==> src/rtl/seq_divider.sv <==
// Sequential restoring divider: 8-bit dividend / 4-bit divisor, one quotient bit per cycle.
// Define DIV_ZERO_CHECK_EN to short-circuit a zero divisor straight to DONE with dz set.
module seq_divider (
    input  logic       clk,
    input  logic       rst,
    input  logic       start,
    input  logic [7:0] nD,
    input  logic [3:0] dD,
    output logic [7:0] qQ,
    output logic [3:0] rQ,
    output logic       busy,
    output logic       done,
    output logic       dz
);

    typedef enum logic [1:0] {IDLE, CALC, DONE} state_t;

    state_t     state_q;
    logic [7:0] dividend_q;
    logic [3:0] divisor_q;
    logic [3:0] rem_q;
    logic [7:0] quot_q;
    logic [2:0] count_q;
    logic [7:0] q_q;
    logic [3:0] r_q;
    logic       busy_q;
    logic       done_q;
    logic       dz_q;

    logic [4:0] trial_d;
    logic [3:0] diff_d;
    logic       qbit_d;
    logic [3:0] rem_d;
    logic [7:0] quot_d;
    logic       zeroSkip;

`ifdef DIV_ZERO_CHECK_EN
    assign zeroSkip = (divisor_q == 4'd0);
`else
    assign zeroSkip = 1'b0;
`endif

    // The difference only matters when trial >= divisor, so it always fits in 4 bits.
    always_comb begin
        trial_d = {rem_q, dividend_q[7]};
        qbit_d  = (trial_d >= {1'b0, divisor_q});
        diff_d  = trial_d[3:0] - divisor_q;
        rem_d   = qbit_d ? diff_d : trial_d[3:0];
        quot_d  = {quot_q[6:0], qbit_d};
    end

    always_ff @(posedge clk or negedge rst) begin
        if (!rst) begin
            state_q    <= IDLE;
            dividend_q <= 8'h00;
            divisor_q  <= 4'h0;
            rem_q      <= 4'h0;
            quot_q     <= 8'h00;
            count_q    <= 3'd0;
            q_q        <= 8'h00;
            r_q        <= 4'h0;
            busy_q     <= 1'b0;
            done_q     <= 1'b0;
            dz_q       <= 1'b0;
        end else begin
            case (state_q)
                IDLE: begin
                    done_q <= 1'b0;
                    if (start) begin
                        dividend_q <= nD;
                        divisor_q  <= dD;
                        rem_q      <= 4'h0;
                        quot_q     <= 8'h00;
                        count_q    <= 3'd7;
                        busy_q     <= 1'b1;
                        state_q    <= CALC;
                    end
                end
                CALC: begin
                    if (zeroSkip) begin
                        q_q     <= 8'hFF;
                        r_q     <= dividend_q[3:0];
                        dz_q    <= 1'b1;
                        done_q  <= 1'b1;
                        state_q <= DONE;
                    end else begin
                        dividend_q <= {dividend_q[6:0], 1'b0};
                        rem_q      <= rem_d;
                        quot_q     <= quot_d;
                        count_q    <= count_q - 3'd1;
                        if (count_q == 3'd0) begin
                            q_q     <= quot_d;
                            r_q     <= rem_d;
                            dz_q    <= 1'b0;
                            done_q  <= 1'b1;
                            state_q <= DONE;
                        end
                    end
                end
                DONE: begin
                    done_q  <= 1'b0;
                    busy_q  <= 1'b0;
                    state_q <= IDLE;
                end
                default: begin
                    state_q <= IDLE;
                end
            endcase
        end
    end

    assign qQ   = q_q;
    assign rQ   = r_q;
    assign busy = busy_q;
    assign done = done_q;
    assign dz   = dz_q;

endmodule

==> config.mk <==
export PLATFORM = sky130hd
export DESIGN_NAME = seq_divider
export DESIGN_NICKNAME = d
export VERILOG_FILES = /design/src/rtl/seq_divider.sv
export SDC_FILE = /design/constraint.sdc
export NUM_CORES = 1
export LEC_CHECK = 0
export ABC_AREA = 1
export CAP_MARGIN = 20
export CORE_UTILIZATION = 57
export DETAILED_ROUTE_END_ITERATION = 16
export PLACE_DENSITY = 0.84
export SLEW_MARGIN = 5
export SYNTH_ARGS = -nofsm -noshare
export SYNTH_HDL_FRONTEND = slang
export SYNTH_SLANG_ARGS = --single-unit
==> constraint.sdc <==
create_clock -name clk -period 4.6 [get_ports clk]
set_input_delay 0.92 -clock clk [delete_from_list [all_inputs] [get_ports clk]]
set_output_delay 0.92 -clock clk [all_outputs]
set_load 0.1 [all_outputs]
## Word level (Yosys, flattened, before mapping)

Cells that the tools add are included.

| storage, ports and cells | value |
|---|---|
| output and inout port bits | 15 |
| register bits | 42 |
| logic and storage cells | 45 |
| bits of input ports | 15 |

| operators by class | value |
|---|---|
| reductions and logical operators | 12 |
| $lt $le $gt $ge | 1 |
| equality and inequality tests | 4 |
| add/sub/neg operators | 2 |
| muxes and demuxes | 16 |

Operators by type and width:

| cell | number |
|---|---|
| case mux 8 bit (2 select lines) | 1 |
| case mux 7 bit (2 select lines) | 1 |
| AND reduction 2 bit | 6 |
| 2-to-1 mux 4 bit | 2 |
| 2-to-1 mux 8 bit | 1 |
| case mux 4 bit (2 select lines) | 1 |
| 2-to-1 mux 7 bit | 1 |
| case mux 3 bit (2 select lines) | 1 |
| nonzero test 2 bit | 3 |
| >= comparator 5 x 4 -> 1 bit | 1 |
| 2-to-1 mux 2 bit | 2 |
| inequality test 2 bit, second input constant | 2 |
| case mux 1 bit (2 select lines) | 2 |
| case mux 2 bit (2 select lines) | 1 |
| subtractor 4 bit | 1 |
| zero test 3 bit | 1 |
| 2-to-1 mux 3 bit | 1 |
| subtractor 3 x 1 -> 3 bit, second input constant | 1 |
| == test 2 x 1 -> 1 bit, second input constant | 1 |
| == test 2 bit, second input constant | 1 |
| zero test 2 bit | 1 |
| 2-to-1 mux 1 bit | 2 |
| OR reduction 2 bit | 1 |

## Logic depth before layout (Yosys ltp)

| depth | value |
|---|---|
| depth after elaboration | 4 |
| depth in mapped cells | 12 |
| depth with buffers taken out | 12 |

## Least setup slack after synthesis

OpenSTA, ideal clock, no wires.

| path | value |
|---|---|
| path kind | flip-flop to output port |
| start | register done_q (netlist: done) |
| end | output port done |
| path slack | 2782 ps |
| buffers on the path | 0 |
| data required time | 3680 ps |
| stages on the path, launching flop included | 1 |
| data arrival time | 898 ps |
| cell sequence | dfrtp_1 |

RTL lines:

| what | line | text |
|---|---|---|
| from (decl) | 27 | `logic done_q;` |
| from (signal assigned) | 63 | `done_q <= 1'b0;` |
| from (signal assigned) | 68 | `done_q <= 1'b0;` |
| from (signal assigned) | 84 | `done_q <= 1'b1;` |
| to (decl) | 12 | `output logic done,` |

No word-level cell between the ends.

## Worst setup path after layout

| path | value |
|---|---|
| start | register q_q[5] (netlist: qQ[5]) |
| end | output port qQ[5] |

RTL lines:

| what | line | text |
|---|---|---|
| from (decl) | 24 | `logic [7:0] q_q;` |
| from (signal assigned) | 92 | `q_q <= quot_d;` |
| to (decl) | 9 | `output logic [7:0] qQ,` |

No word-level cell between the ends.

==> impl_metrics.env <==
export IMPL_drive_above_1_share_pct=11.8
export IMPL_cp_required_ns=3.68
export IMPL_fin_util_pct=72.5
export IMPL_met3_length_um=141
export IMPL_rsz0062_at_grt="false"
export IMPL_wl_per_cell_um=11.8
export IMPL_cts_resized=0
export IMPL_r2r_slack_ns=2.92
export IMPL_min_period_ns=2.77
export IMPL_nNetsFinal=258
export IMPL_synth_common_cells="nand2_1, dfrtp_1, inv_1, nand3_1"
export IMPL_h_tree_depth=2
export IMPL_insertion_delay_ns=0.34
export IMPL_cts_hold_buf=0
export IMPL_async_flop_share_pct=100
export IMPL_final_max_slew_viol_count=0
export IMPL_gp_congestion=0.936
export IMPL_grt_max_degree=43
export IMPL_hold_viol_final=0
export IMPL_ys_flop_type="dfrtp_1"
export IMPL_yosysUniqueCellTypes=28
export IMPL_status="complete, no violations"
export IMPL_grt_ovfl_total=0
export IMPL_crit_family="buffers and inverters"
export IMPL_ant_nets=0
export IMPL_ys_warnings_count=0
export IMPL_viasPerCell=5.09
export IMPL_period_share_pct=60.3
export IMPL_track_usage_pct=21.5
export IMPL_ys_ff_latch=42
export IMPL_antenna_found_initial=0
export IMPL_drcViolationCount=0
export IMPL_fmax_mhz=360
export IMPL_critPathSlowestCell="clkdlybuf4s50_1"
export IMPL_rr_startpoint="rem_q[1]$_DFFE_PN0P_"
export IMPL_syn_instance_count=208
export IMPL_min_delay_start="rQ[1]$_DFFE_PN0P_"
export IMPL_ys_seq_area_share_pct=53.8
export IMPL_setup_viol=0
export IMPL_hp_class="register to register"
export IMPL_areaGrowthSynthToFinish_pct=17.1
export IMPL_reg2reg_depth=9
export IMPL_synth_edf_count=0
export IMPL_synth_area_leaders="dfrtp_1, nand2_1, ha_1, inv_1, o21ai_2"
export IMPL_fin_hold_ws_ns=0.486
export IMPL_yosysMostFrequentCell="nand2_1"
export IMPL_setup_tns_ns=0
export IMPL_holdPathStages=2
export IMPL_synth_fp_nets=230
export IMPL_numCtsBuffers=5
export IMPL_holdPathEnd="rQ[1]$_DFFE_PN0P_"
export IMPL_cts_clk_slew_worst_paths_ns=0.11
export IMPL_grt_pass1_vias=1320
export IMPL_worstPathMaxFanout=2
export IMPL_dieHeight_um=60.5
export IMPL_initialDrtViolationCount=50
export IMPL_crit_arrival_ns=1.85
export IMPL_post_cts_setup_buffers=0
export IMPL_cts_path_max_buffers=2
export IMPL_cp_start_kind="register"
export IMPL_synth_top_area_share_pct=53.8
export IMPL_fp_dieW_um=60.5
export IMPL_antenna_cells=0
export IMPL_nFillCells=238
export IMPL_first_pass_iters=4
export IMPL_drv_cap=0
export IMPL_start_util_pct=61.9
export IMPL_cp_end_kind="primary output"
export IMPL_max_slew_margin_rel_pct=35.1
export IMPL_ioPinCount=30
export IMPL_clock_sinks=42
export IMPL_synthesis_area_sq_um=1950
export IMPL_num_vias=1431
export IMPL_wl_met1_um=1520
export IMPL_slowest_delay_ns=1.14
export IMPL_yosysTopAreaCell="dfrtp_1"
export IMPL_r2r_end="rQ[3]$_DFFE_PN0P_"
export IMPL_top_layer="met4"
export IMPL_worstMarginPinSlew_ns=0.970
export IMPL_grt_pass1_wl_um=5690
export IMPL_met2_length_um=1570
export IMPL_crit_buf_inv=1
export IMPL_dieArea_sq_um=3660
export IMPL_synth_area_per_cell_sq_um=9.38
export IMPL_cp_cell_sequence="clkdlybuf4s50_1"
export IMPL_design_core_area_sq_um=3150
export IMPL_rows=20
export IMPL_cts_tree="yes"
export IMPL_critPathKind="register to primary output"
export IMPL_place_hpwl_um=2360
export IMPL_port_buffers=28
export IMPL_cts_root_buf="clkbuf_4"
export IMPL_fin_worst_skew_ns=0.00875
export IMPL_routed_wl_um=3300
-- cells by family (layout without fill, tap and decap cells) --
logic type      Yosys count  after routing  synth area share [%]
simple gates             87             87                  20.6
flops                    42             42                  53.8
compound gates           37             37                  11.5
buf+inv                  32             61                  7.88
fa+ha+maj                 7              7                  4.87
other cells               1              1                 0.192
xor+xnor                  1              1                 0.449
mux                       1              1                 0.577
-- per-stage QoR --
step | std cells | instance area [sq um] | setup WS [ns]
after floorplan | 208 | 1950 | 2.78
after detailed placement | 273 | 2220 | 2.19
after CTS | 281 | 2280 | 1.80
after global placement | 273 | 2220 | 2.23
final | 281 | 2280 | 1.83
after global routing | 281 | 2280 | 1.76
-- sequential cells by signal, indices dropped and copies added, names as in the netlist --
signal,cells
dividend_q,8
done,1
state_q,2
quot_q,7
qQ,8
rQ,4
count_q,3
busy,1
divisor_q,4
rem_q,4
-- worst register-to-register path: stages (launching register included) --
cell	delay, ns
dfrtp_1	0.42
ha_1	0.34
a21oi_1	0.23
nand2_1	0.10
nand2_2	0.11
nand2_2	0.11
nand2_1	0.08
nand2_1	0.08
nand2_1	0.07
nand2_1	0.05
-- layout make-up --
type	instances	area [sq um]	share of cell area [%]
timing repair buffer	28	275	12.0
clock buffer	7	55.1	2.41
tap	44	55.1	2.41
clock inverter	1	5.00	0.219
inverter	25	96.3	4.22
multi-input combinational	134	747	32.7
sequential	42	1050	46.0
-- worst max-delay path by stage --
stage	end	startpoint	cells after the start	slack [ns]
2_1_floorplan	done	done$_DFFE_PN0P_	0	2.78
3_3_place_gp	done	done$_DFFE_PN0P_	1	2.23
3_5_place_dp	qQ[5]	qQ[5]$_DFFE_PN0P_	1	2.19
4_1_cts	qQ[5]	qQ[5]$_DFFE_PN0P_	1	1.80
5_1_grt	rQ[3]	rQ[3]$_DFFE_PN0P_	1	1.76
6_report	qQ[5]	qQ[5]$_DFFE_PN0P_	1	1.83
-- cells in the final DEF, fill, tap and decap left out, types with 4 or more instances in the layout --
cell type / netlist / final
nor2_1: 10 / 10
nand2_1: 56 / 56
clkbuf_4: 0 / 5
o21ai_0: 9 / 9
a21oi_1: 10 / 10
inv_2: 4 / 4
ha_1: 6 / 6
o21ai_2: 7 / 7
nand3_1: 12 / 12
o22ai_1: 6 / 6
dfrtp_1: 42 / 42
inv_1: 20 / 20
clkdlybuf4s50_1: 0 / 27
-- metal layers --
layer	vias to the layer above	global-route usage (%)
li1	724	-
met1	662	26.5
met2	37	35.8
met3	8	5.12
met4	0	10.4
met5	-	0
Power is left out: the tool's default activity adds up to more than one toggle a clock period on the data nets, which glitch-free logic cannot reach.
